`src/rtl/vtg_pkg.sv`:
```
// Shared types and standard timing sets for the video timing generator.
// Timing fields are FIELD_BITS wide; generator counters may be narrower (X_BITS/Y_BITS <= FIELD_BITS).
package vtg_pkg;

    localparam int FIELD_BITS = 16;

    typedef logic [FIELD_BITS-1:0] field_t;

    typedef struct packed {
        field_t h_total;
        field_t h_sync;
        field_t h_bp;
        field_t h_act;
        field_t v_total;
        field_t v_sync;
        field_t v_bp;
        field_t v_act;
    } timing_t;

    typedef enum logic [1:0] {
        STOP  = 2'd0,
        RUN   = 2'd1,
        DRAIN = 2'd2
    } run_state_t;

    localparam timing_t VTG_1080P = '{
        h_total: 16'd2200, h_sync: 16'd44, h_bp: 16'd148, h_act: 16'd1920,
        v_total: 16'd1125, v_sync: 16'd5,  v_bp: 16'd36,  v_act: 16'd1080
    };

    localparam timing_t VTG_720P = '{
        h_total: 16'd1650, h_sync: 16'd40, h_bp: 16'd220, h_act: 16'd1280,
        v_total: 16'd750,  v_sync: 16'd5,  v_bp: 16'd20,  v_act: 16'd720
    };

    localparam timing_t VTG_480P = '{
        h_total: 16'd858,  h_sync: 16'd62, h_bp: 16'd60,  h_act: 16'd720,
        v_total: 16'd525,  v_sync: 16'd6,  v_bp: 16'd30,  v_act: 16'd480
    };

endpackage

```
`src/rtl/vtg_cfg_shadow.sv`:
```
// Pending timing slot with valid/ready intake and frame-boundary copy into the active set.
// With TIMING_CHECK_EN defined, illegal timings are dropped at copy time and flagged on cfg_err.
module vtg_cfg_shadow
    import vtg_pkg::*;
#(
    parameter timing_t DEF_TIMING = VTG_1080P
`ifdef TIMING_CHECK_EN
    , parameter int unsigned PRE_LEAD = 2
`endif
) (
    input  logic    clk,
    input  logic    rst,
    input  logic    running,
    input  logic    last_pixel,
    input  logic    cfg_valid,
    input  timing_t cfg_in,
    output logic    cfg_ready,
    output timing_t active,
    output logic    cfg_err
);

    timing_t pend;
    logic    pend_full;
    logic    copy_now;
    logic    cfg_ok;

    assign cfg_ready = !pend_full;
    // While stopped there is no frame to protect, so the copy happens right away.
    assign copy_now  = pend_full && (!running || last_pixel);

`ifdef TIMING_CHECK_EN
    logic [FIELD_BITS+1:0] h_used;
    logic [FIELD_BITS+1:0] v_used;
    logic [FIELD_BITS+1:0] h_lead;

    assign h_used = {2'b00, pend.h_sync} + {2'b00, pend.h_bp} + {2'b00, pend.h_act};
    assign v_used = {2'b00, pend.v_sync} + {2'b00, pend.v_bp} + {2'b00, pend.v_act};
    assign h_lead = {2'b00, pend.h_sync} + {2'b00, pend.h_bp};

    assign cfg_ok = (pend.h_sync != '0) && (pend.h_act != '0)
                 && (h_used < {2'b00, pend.h_total})
                 && (pend.v_sync != '0) && (pend.v_act != '0)
                 && (v_used < {2'b00, pend.v_total})
                 && (h_lead >= (FIELD_BITS+2)'(PRE_LEAD));

    always_ff @(posedge clk) begin
        if (rst) begin
            cfg_err <= 1'b0;
        end else begin
            cfg_err <= copy_now && !cfg_ok;
        end
    end
`else
    assign cfg_ok  = 1'b1;
    assign cfg_err = 1'b0;
`endif

    always_ff @(posedge clk) begin
        if (rst) begin
            active    <= DEF_TIMING;
            pend      <= '0;
            pend_full <= 1'b0;
        end else begin
            if (copy_now) begin
                pend_full <= 1'b0;
                if (cfg_ok) begin
                    active <= pend;
                end
            end else if (cfg_valid && cfg_ready) begin
                pend      <= cfg_in;
                pend_full <= 1'b1;
            end
        end
    end

endmodule

```
`src/rtl/video_timing_gen.sv`:
```
// Runtime-reprogrammable video timing generator: HS/VS/DE, early DE, active coordinates, strobes.
// Optional config validation is enabled with the TIMING_CHECK_EN macro.
//
//   state | meaning
//   ------+--------------------------------------------------------------
//   STOP  | counters held at (0,0), outputs inactive, waiting for en
//   RUN   | counting frames continuously
//   DRAIN | en dropped; finish the current frame, then STOP
module video_timing_gen
    import vtg_pkg::*;
#(
    parameter int unsigned X_BITS      = 12,
    parameter int unsigned Y_BITS      = 12,
    parameter int unsigned DEF_H_TOTAL = VTG_1080P.h_total,
    parameter int unsigned DEF_H_SYNC  = VTG_1080P.h_sync,
    parameter int unsigned DEF_H_BP    = VTG_1080P.h_bp,
    parameter int unsigned DEF_H_ACT   = VTG_1080P.h_act,
    parameter int unsigned DEF_V_TOTAL = VTG_1080P.v_total,
    parameter int unsigned DEF_V_SYNC  = VTG_1080P.v_sync,
    parameter int unsigned DEF_V_BP    = VTG_1080P.v_bp,
    parameter int unsigned DEF_V_ACT   = VTG_1080P.v_act,
    parameter bit          HS_POL      = 1'b1,
    parameter bit          VS_POL      = 1'b1,
    parameter int unsigned PRE_LEAD    = 2
) (
    input  logic              clk,
    input  logic              rst,
    input  logic              en,
    input  logic              cfg_valid,
    output logic              cfg_ready,
    input  logic [X_BITS-1:0] cfg_h_total,
    input  logic [X_BITS-1:0] cfg_h_sync,
    input  logic [X_BITS-1:0] cfg_h_bp,
    input  logic [X_BITS-1:0] cfg_h_act,
    input  logic [Y_BITS-1:0] cfg_v_total,
    input  logic [Y_BITS-1:0] cfg_v_sync,
    input  logic [Y_BITS-1:0] cfg_v_bp,
    input  logic [Y_BITS-1:0] cfg_v_act,
    output logic              hs_out,
    output logic              vs_out,
    output logic              de_out,
    output logic              de_pre,
    output logic [X_BITS-1:0] x_act,
    output logic [Y_BITS-1:0] y_act,
    output logic              frame_start,
    output logic              line_start,
    output logic              running,
    output logic              cfg_err
);

    localparam timing_t DEF_TIMING = '{
        h_total: FIELD_BITS'(DEF_H_TOTAL), h_sync: FIELD_BITS'(DEF_H_SYNC),
        h_bp:    FIELD_BITS'(DEF_H_BP),    h_act:  FIELD_BITS'(DEF_H_ACT),
        v_total: FIELD_BITS'(DEF_V_TOTAL), v_sync: FIELD_BITS'(DEF_V_SYNC),
        v_bp:    FIELD_BITS'(DEF_V_BP),    v_act:  FIELD_BITS'(DEF_V_ACT)
    };
    localparam logic [X_BITS-1:0] X_ONE = X_BITS'(1);
    localparam logic [Y_BITS-1:0] Y_ONE = Y_BITS'(1);
    localparam logic [X_BITS-1:0] LEAD  = X_BITS'(PRE_LEAD);

    timing_t    cfg_in;
    timing_t    act;
    run_state_t state;

    logic [X_BITS-1:0] h_cnt, h_total, h_sync, h_bp, h_act;
    logic [X_BITS-1:0] h_start, h_end, pre_start, pre_end;
    logic [Y_BITS-1:0] v_cnt, v_total, v_sync, v_bp, v_act;
    logic [Y_BITS-1:0] v_start, v_end;
    logic              h_last, v_last, last_pixel;
    logic              h_in, pre_in, v_in;
    logic              unused_act;

    assign cfg_in = '{
        h_total: FIELD_BITS'(cfg_h_total), h_sync: FIELD_BITS'(cfg_h_sync),
        h_bp:    FIELD_BITS'(cfg_h_bp),    h_act:  FIELD_BITS'(cfg_h_act),
        v_total: FIELD_BITS'(cfg_v_total), v_sync: FIELD_BITS'(cfg_v_sync),
        v_bp:    FIELD_BITS'(cfg_v_bp),    v_act:  FIELD_BITS'(cfg_v_act)
    };

    vtg_cfg_shadow #(
        .DEF_TIMING (DEF_TIMING)
`ifdef TIMING_CHECK_EN
        , .PRE_LEAD (PRE_LEAD)
`endif
    ) u_shadow (
        .clk        (clk),
        .rst        (rst),
        .running    (running),
        .last_pixel (last_pixel),
        .cfg_valid  (cfg_valid),
        .cfg_in     (cfg_in),
        .cfg_ready  (cfg_ready),
        .active     (act),
        .cfg_err    (cfg_err)
    );

    // Only the low X_BITS/Y_BITS of each field drive the counters.
    assign unused_act = ^act;
    assign h_total = act.h_total[X_BITS-1:0];
    assign h_sync  = act.h_sync[X_BITS-1:0];
    assign h_bp    = act.h_bp[X_BITS-1:0];
    assign h_act   = act.h_act[X_BITS-1:0];
    assign v_total = act.v_total[Y_BITS-1:0];
    assign v_sync  = act.v_sync[Y_BITS-1:0];
    assign v_bp    = act.v_bp[Y_BITS-1:0];
    assign v_act   = act.v_act[Y_BITS-1:0];

    assign h_start   = h_sync + h_bp;
    assign h_end     = h_start + h_act - X_ONE;
    assign pre_start = h_start - LEAD;
    assign pre_end   = h_end - LEAD;
    assign v_start   = v_sync + v_bp;
    assign v_end     = v_start + v_act - Y_ONE;

    assign h_last     = (h_cnt == h_total - X_ONE);
    assign v_last     = (v_cnt == v_total - Y_ONE);
    assign last_pixel = h_last && v_last;

    assign h_in   = (h_cnt >= h_start)   && (h_cnt <= h_end);
    assign pre_in = (h_cnt >= pre_start) && (h_cnt <= pre_end);
    assign v_in   = (v_cnt >= v_start)   && (v_cnt <= v_end);

    always_ff @(posedge clk) begin
        if (rst) begin
            state       <= STOP;
            running     <= 1'b0;
            h_cnt       <= '0;
            v_cnt       <= '0;
            hs_out      <= ~HS_POL;
            vs_out      <= ~VS_POL;
            de_out      <= 1'b0;
            de_pre      <= 1'b0;
            x_act       <= '0;
            y_act       <= '0;
            frame_start <= 1'b0;
            line_start  <= 1'b0;
        end else begin
            if (state == STOP) begin
                hs_out      <= ~HS_POL;
                vs_out      <= ~VS_POL;
                de_out      <= 1'b0;
                de_pre      <= 1'b0;
                x_act       <= '0;
                y_act       <= '0;
                frame_start <= 1'b0;
                line_start  <= 1'b0;
            end else begin
                hs_out      <= (h_cnt < h_sync) ? HS_POL : ~HS_POL;
                vs_out      <= (v_cnt < v_sync) ? VS_POL : ~VS_POL;
                de_out      <= h_in && v_in;
                de_pre      <= pre_in && v_in;
                x_act       <= h_in ? (h_cnt - h_start) : '0;
                y_act       <= v_in ? (v_cnt - v_start) : '0;
                frame_start <= (h_cnt == '0) && (v_cnt == '0);
                line_start  <= (h_cnt == '0);
            end

            case (state)
                STOP: begin
                    h_cnt <= '0;
                    v_cnt <= '0;
                    if (en) begin
                        state   <= RUN;
                        running <= 1'b1;
                    end
                end
                RUN, DRAIN: begin
                    h_cnt <= h_last ? '0 : h_cnt + X_ONE;
                    if (h_last) begin
                        v_cnt <= v_last ? '0 : v_cnt + Y_ONE;
                    end
                    if (en) begin
                        state <= RUN;
                    end else if (last_pixel) begin
                        state   <= STOP;
                        running <= 1'b0;
                    end else begin
                        state <= DRAIN;
                    end
                end
                default: begin
                    state   <= STOP;
                    running <= 1'b0;
                end
            endcase
        end
    end

endmodule

```
`config.mk`:
```
export PLATFORM = sky130hd
export DESIGN_NAME = video_timing_gen
export DESIGN_NICKNAME = d
export VERILOG_FILES = /design/src/rtl/vtg_pkg.sv /design/src/rtl/vtg_cfg_shadow.sv /design/src/rtl/video_timing_gen.sv
export SDC_FILE = /design/constraint.sdc
export NUM_CORES = 1
export LEC_CHECK = 0
export CAP_MARGIN = 20
export CORE_ASPECT_RATIO = 0.75
export CORE_MARGIN = 8
export CORE_UTILIZATION = 32
export DETAILED_ROUTE_END_ITERATION = 16
export DONT_BUFFER_PORTS = 1
export GPL_TIMING_DRIVEN = 0
export HOLD_SLACK_MARGIN = 0.08
export MAX_ROUTING_LAYER = met4
export PLACE_DENSITY = 0.45
export REMOVE_ABC_BUFFERS = 1
export SYNTH_ARGS = -nofsm -noshare
export SYNTH_HDL_FRONTEND = slang
export SYNTH_SLANG_ARGS = --single-unit
export TNS_END_PERCENT = 1
```
`constraint.sdc`:
```
create_clock -name clk -period 5.8 [get_ports clk]
set_input_delay 1.16 -clock clk [delete_from_list [all_inputs] [get_ports clk]]
set_output_delay 1.16 -clock clk [all_outputs]
set_load 0.1 [all_outputs]
```
==> parameters.txt <==
Parameter                              Value

Status
  Result of the run ... finished, final reports clean

Power and ir drop
  Post-layout total power ... 0.005194 W
  Lkg Pwr ... 7.044 nW
  Power density over the cells ... 310.4 mW/mm^2
  Maximum vdd drop ... 259.0 uV

Floorplanning
  Initial standard-cell utilization of the core ... 32.22%
  Floorplan die width ... 263.7 um
  Top-Level Pins ... 133
  Area of the die ... 0.05319 sq mm
  Core region area ... 0.04569 sq mm
  Floorplan row count ... 68
  Die height ... 201.7 um

Timing
  Hold slack ... 454.0 ps
  Hold violation total from the final report ... 0
  Total count of max-transition violations in the final report ... 0
  Max Fclk ... 182.7 MHz
  Minimum period implied by the final worst setup slack ... 5474 ps
  RSZ-0062 raised after global routing ... true
  Crit share post-route ... 94.38%
  Final count of negative-setup-slack endpoints ... 0
  Worst Clk Skew ... 9.701 ps
  Worst max-slew margin expressed relative to the limit ... 28.68%
  Worst-margin pin slew ... 1069 ps

Drt
  Drt wl/cell ... 16.81 um
  DRC violations left ... 0
  Drt total wl ... 39810 um
  Total number of vias ... 11670
  Ratio of routed vias to standard cells ... 4.927
  Detail Route Antenna Nets ... 0
  DR pass1 iterations ... 6
  Number of DRC violations after detailed-routing iteration 0 ... 546

Placed design
  Number of input and output port buffers inserted ... 0
  Global placer's final weighted congestion ... 0.8250
  DPL Wire Length ... 29190 um

Global route
  First-pass GRT wire length ... 62960 um
  Maximum number of pins on one net before global-route repair ... 204
  Remaining global-route overflow ... 0
  Number of antenna violations at the first check in global routing ... 1
  Overall Global Routing Usage ... 14.84%
  Vias in the first global route ... 11360

Final layout
  Commonest cells after routing, fill and taps aside ... dfxtp_1 (250), nand2_1 (248), ha_1 (161)
  Commonest non-fill, non-tap cell in the layout ... dfxtp_1
  End-of-flow core utilization ... 36.62%
  Count of fill cells added during filler insertion ... 4645
  Ratio of cells with drive above 1 in the final layout ... 7.111%
  Relative area change from synthesis to final layout ... 13.68%
  Total area of sequential cells ... 0.005005 sq mm
  Number of nets at the end of the flow ... 2019
  Multi-input logic area ... 0.009193 sq mm

Setup path
  Crit end category ... register
  Required time at the worst-slack endpoint ... 6270 ps
  Startpoint types ... register
  Worst setup slack for register-to-register paths ... 330 ps
  Max Fanout on Critical Path ... 6
  Data arrival time at the worst-slack endpoint ... 5950 ps
  Critical Setup Path Class ... reg -> reg

CTS
  Clk Latency, worst-skew pair ... 560 ps
  CTS H-Tree Depth ... 1
  Worst-path clk slew ... 60 ps
  Number of buffers added by the clock tree synthesis step ... 28
  Clock tree from TritonCTS ... done
  Buffer levels on the longest clock path ... 3
  Root buffer selected by CTS ... clkbuf_16
  Clock sink count ... 250
  Hold_buf cts ... 0

Synth
  Number of synthesized register bits ... 250
  Post-synthesis compound-gate area fraction ... 15.93%
  Post-synthesis simple-gate area fraction ... 18.29%
  Post-synthesis mux area share ... 4.913%
  Adder and majority cell fraction of the synthesized area ... 14.64%
  XOR/XNOR Fraction of Synth Area ... 6.698%
  Dominant combinational cell family by area after synthesis ... simple AND/OR/NAND/NOR gates
  Share of flip-flops with an asynchronous set or reset after synthesis ... 0%
  Sequential share of the synthesized area ... 34.00%
  EDFF count, synth ... 0
  Most used flip-flop cell after synthesis ... dfxtp_1
  Yosys warning total ... 0
  Number of instances in the synthesized netlist ... 1774
  Summed instance area of the synthesized netlist ... 0.01472 sq mm
  Syn_area_per_cell ... 8.297 sq um
  Cell variety after synth ... 68

Run
  Max-capacitance violation count ... 0

Min path
  Worst Hold Class ... reg -> reg
[power by group]
part	switching, W	leakage, nW	internal (W)
logic	0.000804	4.52	0.000600
registers	0.0000718	2.04	0.00180
clock network	0.000732	0.482	0.00119
[worst max-delay path, stage by stage (launching register included)]
cell      delay [ps]
dfxtp_1          330
ha_1             230
fa_2             450
a21o_1           220
a21oi_2          200
xor2_2            90
buf_4            170
ha_1             270
inv_1             40
ha_1             330
o21ai_0          130
a21boi_1         120
o21ai_2          210
a21oi_2          100
a21o_1           180
a21o_1           170
xnor3_1          260
inv_1             70
ha_1             310
nand3_1           90
or4_1            530
nand2_1           80
o21ai_0           80
nand2_1          100
mux2_4           210
nand3_4          160
a31oi_4          260
[sequential cells by signal (all words and copies together) (netlist names), 2 cells and up]
register	cells
h_cnt	12
state	2
u_shadow.active	96
u_shadow.pend	96
v_cnt	12
x_act	12
y_act	12
[final cells by class]
cell class | count | area share [%]
Antenna cell | 1 | 0.01496
Clock buffer | 42 | 5.107
Clock inverter | 9 | 0.9497
Inverter | 132 | 2.961
Multi-Input combinational cell | 1320 | 54.94
Sequential cell | 250 | 29.91
Tap cell | 595 | 4.449
Timing Repair Buffer | 19 | 1.668
[what timing repair did]
item                                    CTS  global route
resized for setup                        13            34
endpoints found under the setup margin   24            26
buffers inserted                          5             2
endpoints found under the hold margin     0             0
gates cloned                              0             1
pin swaps                                 3            11
[per-stage QoR]
stage | setup WS [ps] | instances | area, sq um | TNS, ps
floorplan | -3641 | 1701 | 14410 | -346030
global placement | -7381 | 2296 | 15150 | -833520
detailed placement | -621.2 | 2305 | 15360 | -5936
CTS | 53.75 | 2361 | 16490 | 0
global route | -38.94 | 2368 | 16730 | -43.65
finish | 326.2 | 2368 | 16730 | 0
[cells by family after synthesis]
group           after synthesis
compound gates              379
buf+inv                     205
mux                          72
other cells                   1
fa+ha+maj                   168
xor+xnor                    111
simple gates                588
flops                       250
[cell usage after synthesis (6+ instances only)]
cell | n | area share, %
nor4_1 | 8 | 0.34
a211oi_1 | 14 | 0.71
a211o_1 | 8 | 0.48
and3_1 | 14 | 0.60
nor2_1 | 149 | 3.8
nor3b_1 | 7 | 0.36
buf_1 | 6 | 0.15
a31oi_1 | 7 | 0.30
o21a_1 | 9 | 0.46
nand2_1 | 249 | 6.3
a21o_1 | 50 | 2.6
fa_1 | 7 | 0.95
o21ai_1 | 12 | 0.41
or2_2 | 7 | 0.30
nand2b_1 | 17 | 0.72
dfxtp_1 | 250 | 34
buf_2 | 8 | 0.27
xor2_1 | 39 | 2.3
nand4_1 | 18 | 0.77
inv_1 | 131 | 3.3
ha_1 | 161 | 14
o21ai_0 | 39 | 1.3
clkbuf_1 | 53 | 1.4
nand3_1 | 27 | 0.92
nor2b_1 | 17 | 0.72
xnor2_1 | 71 | 4.2
mux2i_1 | 70 | 4.8
a21oi_1 | 169 | 5.7
o211ai_1 | 19 | 0.97
o21bai_1 | 11 | 0.56
nor3_1 | 41 | 1.4
[layer usage]
metal	share of wire [%]	global-route usage, %	vias up
met4	2.0	3.077	0
met3	4.4	3.062	43
met2	39	20.29	144
met5	0	-	-
met1	55	22.05	5409
li1	-	-	6071
[final timing paths]
path / startpoint / to / cells after the start
max reg2reg: u_shadow.active[96] / x_act[11] / 26
min: u_shadow.pend[40] / u_shadow.pend[40] / 2
min reg2reg: u_shadow.pend[40] / u_shadow.pend[40] / 2
max: u_shadow.active[96] / x_act[11] / 26
(Power assumes the default switching activity.)
==> RTL edit 1: new RTL, same flow settings <==
The parameter `VS_POL` goes from 1'b1 to 1'b0.
--- a/src/rtl/video_timing_gen.sv
+++ b/src/rtl/video_timing_gen.sv
@@ -20,7 +20,7 @@
     parameter int unsigned DEF_V_BP    = VTG_1080P.v_bp,
     parameter int unsigned DEF_V_ACT   = VTG_1080P.v_act,
     parameter bit          HS_POL      = 1'b1,
-    parameter bit          VS_POL      = 1'b1,
+    parameter bit          VS_POL      = 1'b0,
     parameter int unsigned PRE_LEAD    = 2
 ) (
     input  logic              clk,
Formal check against the unedited RTL: not equivalent (a bounded check fails within 4 cycles, from zero or initial values and one cycle with rst high).
==> RTL edit 1 against the original RTL <==
  * Sequential cell count did not move
  * Combinational power rose by 4%
  * Non-clock buffer count rose by 7
  * Routed wire length rose by 4.9%
  * Die area rose by 0.10%
  * Synthesized area rose by 0.11%
  * Via count rose by 4.1%
  * First-iteration DRC count rose by 15%
  * Worst setup slack got worse by 0.071 ns
  * Design area fell by 0.22%
  * Power rose by 1.3%
  * Critical path depth rose by 2
  * Maximum frequency fell by 1.3%
  * Largest power group unchanged
==> RTL edit 1: results (changes against the original RTL) <==
status:
  outcome: "finished clean"  # unchanged
worst_setup_path:
  ff2ff_setup_slack_ns: 0.26  # was 0.33 ns
  r2r_start: "u_shadow.active[96]$_SDFFE_PP0P_"  # unchanged
  slowest_delay_ns: 0.52
  crit_slowest_cell: "or4_4"  # was or4_1
  timing.rr.end: "x_act[2]$_SDFF_PP0_"  # was x_act[11]$_SDFF_PP0_
  arrival_ns: 6.06  # was 5.95 ns
  crit_fanout: 7  # was 6
  crit_type: "reg -> reg"  # unchanged
  rr_worst_depth: 28  # was 26
final_layout:
  diodes: 0  # was 1
  reg.largest.list: "u_shadow.active x96, u_shadow.pend x96"  # unchanged
  nets: 2095  # was 2019
  finalNonFillerCells: 2443  # was 2368
  nFillCells: 4785  # was 4645
  layout-drive-gt1-share_pct: 7.03  # was 7.11%
power_and_ir_drop:
  ir_drop_v: 0.000212  # was 0.000259 V
  p_leak_uw: 0.00689  # was 0.00704 uW
placed_design:
  place.gp.congestion: 0.811  # was 0.825
  dpl.hpwl_um: 30200  # was 29200 um
  pre_cts_ws_ns: -0.783  # was -0.621 ns
  portBuffers: 0  # unchanged
  place_area_um2: 15300  # was 15400 um^2
route:
  drt_wl_total_um: 41800  # was 39800 um
  dr.pass1.iters: 5  # was 6
  vias: 12100  # was 11700
  drt_iter0_markers: 629  # was 546
clocking:
  cts-htree-levels: 1  # unchanged
  cts_buffers: 29  # was 28
  clk-insertion-delay-late_ns: 0.57
  ctsRootBufferMaster: "clkbuf_16"  # unchanged
  ctsHoldBuffers: 0  # unchanged
  ctsLongestPathBuffers: 3  # unchanged
  clk_pin_slew_ns: 0.06  # about the same
logic_synthesis:
  postSynthAreaPerCell_um2: 7.91  # was 8.30 um^2
  yosys-top-cells-area: "dfxtp_1 (34%), ha_1 (14%), nand2_1 (9.7%)"  # was dfxtp_1 (34%), ha_1 (14%), nand2_1 (6.3%)
  yosys_warnings: 0  # unchanged
  ys_seq_area_share_pct: 34.0  # about the same
  synthTopCellsByCount: "nand2_1 (380), dfxtp_1 (250), a21oi_1 (228)"  # was dfxtp_1 (250), nand2_1 (249), a21oi_1 (169)
  synthFlopType: "dfxtp_1"  # unchanged
  async_flop_share_pct: 0  # unchanged
  synth_cell_type_count: 73  # was 68
worst_hold_path:
  hold_path.class: "reg -> reg"  # unchanged
  min_to: "u_shadow.active[35]$_SDFFE_PP0P_"  # was u_shadow.pend[40]$_SDFFE_PP0P_
  hold_depth: 2  # unchanged
  hold_start: "u_shadow.pend[35]$_SDFFE_PP0P_"  # was u_shadow.pend[40]$_SDFFE_PP0P_
global_routing:
  antenna_found_initial: 1  # unchanged
  grt_max_degree: 230  # was 204
  grt_use_total_pct: 15.8  # was 14.8%
  grt_first_pass_wirelength_um: 67300  # was 63000 um
timing:
  skew_ns: 0.0238  # was 0.00970 ns
  hold-worst-slack_ns: 0.448  # was 0.454 ns
  min_period_over_period_pct: 95.6  # was 94.4%
  maxSlewHeadroom_pct: 28.4  # was 28.7%
[RTL edit 1: power breakdown]
part           leakage, uW  switching, uW  internal [uW]
Clock             0.000496            766           1170
Sequential         0.00204           76.1           1800
Combinational      0.00435            844            607
Total              0.00689           1690           3580
[RTL edit 1: layout make-up]
| cell class | instances | area (um^2) | area share, % |
|---|---|---|---|
| well taps | 595 | 744 | 4.46 |
| repair buffers | 26 | 353 | 2.11 |
| multi-input cells | 1387 | 9080 | 54.4 |
| flip-flops and latches | 250 | 5010 | 30.0 |
| clock buffers | 34 | 774 | 4.64 |
| clock inverters | 18 | 231 | 1.39 |
| inverters | 133 | 499 | 2.99 |
[RTL edit 1: worst max-delay path: cells and delay by family, from the launching register on]
| kind | cells | cell delay [ns] |
|---|---|---|
| mux | 1 | 0.15 |
| simple gates | 6 | 1.16 |
| flops | 1 | 0.34 |
| fa+ha+maj | 4 | 1.06 |
| xor+xnor | 3 | 0.54 |
| compound gates | 10 | 1.67 |
| buf+inv | 4 | 0.55 |
[RTL edit 1: timing repair]
| item | CTS | global route |
|---|---|---|
| pin swaps | 5 | 12 |
| gates resized for setup | 17 | 35 |
| buffers inserted | 8 | 6 |
| endpoints found under the setup margin | 14 | 26 |
[RTL edit 1: per-layer routing]
metal	wire length [um]	part of all wire (%)	global-route usage, %
met1	23000	55	24.0
met2	16500	39	22.3
met3	1730	4.1	2.34
met4	533	1.3	2.39
met5	0	0	-
[RTL edit 1: kinds of logic (layout without fill, tap and decap cells)]
group                      after synthesis  in the layout  share of synthesized area (%)
AOI/OAI and AO/OA                      421            421                           17.5
xor gates and xnor gates               112            112                           6.75
adders and majority gates              170            170                           14.8
buffers and inverters                  227            211                           6.05
DFF                                    250            250                           34.0
muxes                                   10             10                          0.773
other                                    1              1                         0.0254
and+or+nand+nor                        673            673                           20.2
==> RTL edit 2: new RTL, same settings <==
Without the edit above. Re-encode `run_state_t` (3 states) as one-hot, 3 bits wide.
--- a/src/rtl/vtg_pkg.sv
+++ b/src/rtl/vtg_pkg.sv
@@ -17,10 +17,10 @@
         field_t v_act;
     } timing_t;
 
-    typedef enum logic [1:0] {
-        STOP  = 2'd0,
-        RUN   = 2'd1,
-        DRAIN = 2'd2
+    typedef enum logic [2:0] {
+        STOP  = 3'b001,
+        RUN   = 3'b010,
+        DRAIN = 3'b100
     } run_state_t;
 
     localparam timing_t VTG_1080P = '{
Behaviour: no difference found for any inputs over 4 cycles, from zero or initial values and one cycle with rst high; so few cycles prove little.
==> RTL edit 2 against the original RTL <==
  * Synthesized area rose by 0.70%
  * Sequential cell count is 1 higher
  * Worst setup slack lost 0.12 ns
  * Worst hold slack worse by 0.00092 ns
  * Design area up 0.80%
  * Critical path depth fell by 1
  * Power up 2.5%
  * Routed wire length about the same
  * Critical path type unchanged
==> RTL edit 2: results (changes against the original RTL) <==
status:
  outcome: "finished clean"  # unchanged
worst_setup_path:
  arrival_ns: 6.07  # was 5.95 ns
  slowest_delay_ns: 0.40  # was 0.53 ns
  crit_fanout: 7  # was 6
  crit_slowest_cell: "or3b_4"  # was or4_1
  worst_path_dominant_cell_family: "compound AO/OA/AOI/OAI gates"  # unchanged
timing:
  skew_ns: 0.0115  # was 0.00970 ns
  maxSlewHeadroom_pct: 25.9  # was 28.7%
clocking:
  ctsLongestPathBuffers: 3  # unchanged
  clk_pin_slew_ns: 0.07
  clk-insertion-delay-late_ns: 0.56  # about the same
  cts_buffers: 29  # was 28
  ctsRootBufferMaster: "clkbuf_16"  # unchanged
final_layout:
  diodes: 0  # was 1
  nets: 2043  # was 2019
  reg.largest.list: "u_shadow.active x96, u_shadow.pend x96"  # unchanged
  nFillCells: 4742  # was 4645
  layout-drive-gt1-share_pct: 7.67  # was 7.11%
route:
  route.met2.wl_um: 15400  # about the same
  vias: 11900  # was 11700
  wl_per_cell_um: 16.6  # was 16.8 um
  drt_iter0_markers: 545  # was 546
  wl_met3_um: 1690  # was 1750 um
  dr.pass1.iters: 5  # was 6
  wl_met1_um: 22000  # was 21900 um
worst_hold_path:
  hold_path.class: "reg -> reg"  # unchanged
power_and_ir_drop:
  p_leak_uw: 0.00699  # was 0.00704 uW
  ir_drop_v: 0.000252  # was 0.000259 V
logic_synthesis:
  yosys_warnings: 0  # unchanged
  ys_seq_area_share_pct: 33.9  # was 34.0%
  synthTopCellsByCount: "dfxtp_1 (251), nand2_1 (230), a21oi_1 (182)"  # was dfxtp_1 (250), nand2_1 (249), a21oi_1 (169)
  synth_cell_type_count: 70  # was 68
  synthFlopType: "dfxtp_1"  # unchanged
  yosys-top-cells-area: "dfxtp_1 (34%), ha_1 (13%), a21oi_1 (6.1%)"  # was dfxtp_1 (34%), ha_1 (14%), nand2_1 (6.3%)
global_routing:
  grt.met3_usage_pct: 2.77  # was 3.06%
  grt.met1_usage_pct: 22.3  # was 22.0%
  antenna_found_initial: 1  # unchanged
  grt_first_pass_wirelength_um: 63700  # was 63000 um
  grt_util_met2_pct: 20.4  # was 20.3%
  grt_pass1_vias: 11500  # was 11400
  grt_use_total_pct: 14.8  # about the same
  grt_max_degree: 228  # was 204
placed_design:
  dpl.hpwl_um: 29100  # was 29200 um
  place_area_um2: 15400  # about the same
  portBuffers: 0  # unchanged
  place.gp.congestion: 0.802  # was 0.825
==> RTL edit 2: power by group <==
part | total (uW) | internal [uW] | switching [uW] | leakage (uW)
clock network | 1960 | 1210 | 750 | 0.000507
logic | 1460 | 628 | 837 | 0.00444
registers | 1900 | 1810 | 91.7 | 0.00205
==> RTL edit 2: timing repair <==
item / CTS / global route
buffers inserted: 5 / 8
pin swaps: 7 / 14
resized for setup: 26 / 38
cloned: 1 / 0
setup endpoints to repair: 25 / 26
==> RTL edit 2: per-stage QoR <==
stage,hold slack (ns),std cells,worst slack (ns),power (uW)
3_5_place_dp,0.449,2326,-1.14,3290
5_1_grt,0.473,2394,-0.0192,5660
6_report,0.453,2394,0.211,5320
3_3_place_gp,0.445,2316,-7.87,3310
2_1_floorplan,0.430,1721,-3.80,3000
4_1_cts,0.456,2385,0.0140,5330
==> RTL edit 2: worst register-to-register path: stages, from the launching register on <==
cell and delay (ns):
dfxtp_2 0.34, ha_4 0.18, fa_2 0.36, a21o_4 0.24, a311oi_4 0.35, o21bai_1 0.16, a21oi_2 0.21, o21bai_1 0.11
a21oi_2 0.18, xnor2_2 0.15, inv_2 0.07, ha_1 0.29, inv_2 0.04, ha_4 0.26, and3_1 0.15, a2111oi_1 0.33
and3_1 0.28, xor2_2 0.11, ha_4 0.31, nand3_2 0.09, nor4_4 0.25, or3b_4 0.40, nand4_1 0.12, buf_4 0.14
nand3_4 0.16, a211oi_2 0.24
==> RTL edit 2: logic make-up (layout without fill, tap and decap cells) <==
group                      count (synthesis)  after routing  synth area share, %
muxes                                     74             74                 5.00
xor gates and xnor gates                 107            107                 6.42
other                                      1              1               0.0253
and+or+nand+nor                          618            619                 19.1
buffers and inverters                    216            211                 5.96
AOI/OAI and AO/OA                        370            370                 15.2
adders and majority gates                166            166                 14.4
DFF                                      251            251                 33.9
==> RTL edit 2: final cells by class <==
| cell class | count | area, um^2 | share of cell area (%) |
|---|---|---|---|
| inverters | 134 | 503 | 2.98 |
| repair buffers | 24 | 310 | 1.84 |
| well taps | 595 | 744 | 4.41 |
| multi-input cells | 1337 | 9250 | 54.8 |
| clock buffers | 44 | 872 | 5.17 |
| clock inverters | 9 | 156 | 0.927 |
| flip-flops and latches | 251 | 5030 | 29.8 |
==> RTL edit 2: path summary, 6_finish.rpt <==
check                                        start                             end  slack, ns  depth (start not counted)
setup / recovery  u_shadow.active[96]$_SDFFE_PP0P_             x_act[3]$_SDFF_PP0_       0.21                         25
hold / removal      u_shadow.pend[53]$_SDFFE_PP0P_  u_shadow.pend[53]$_SDFFE_PP0P_       0.45                          2
setup reg to reg  u_shadow.active[96]$_SDFFE_PP0P_             x_act[3]$_SDFF_PP0_       0.21                         25
hold reg to reg     u_shadow.pend[53]$_SDFFE_PP0P_  u_shadow.pend[53]$_SDFFE_PP0P_       0.45                          2
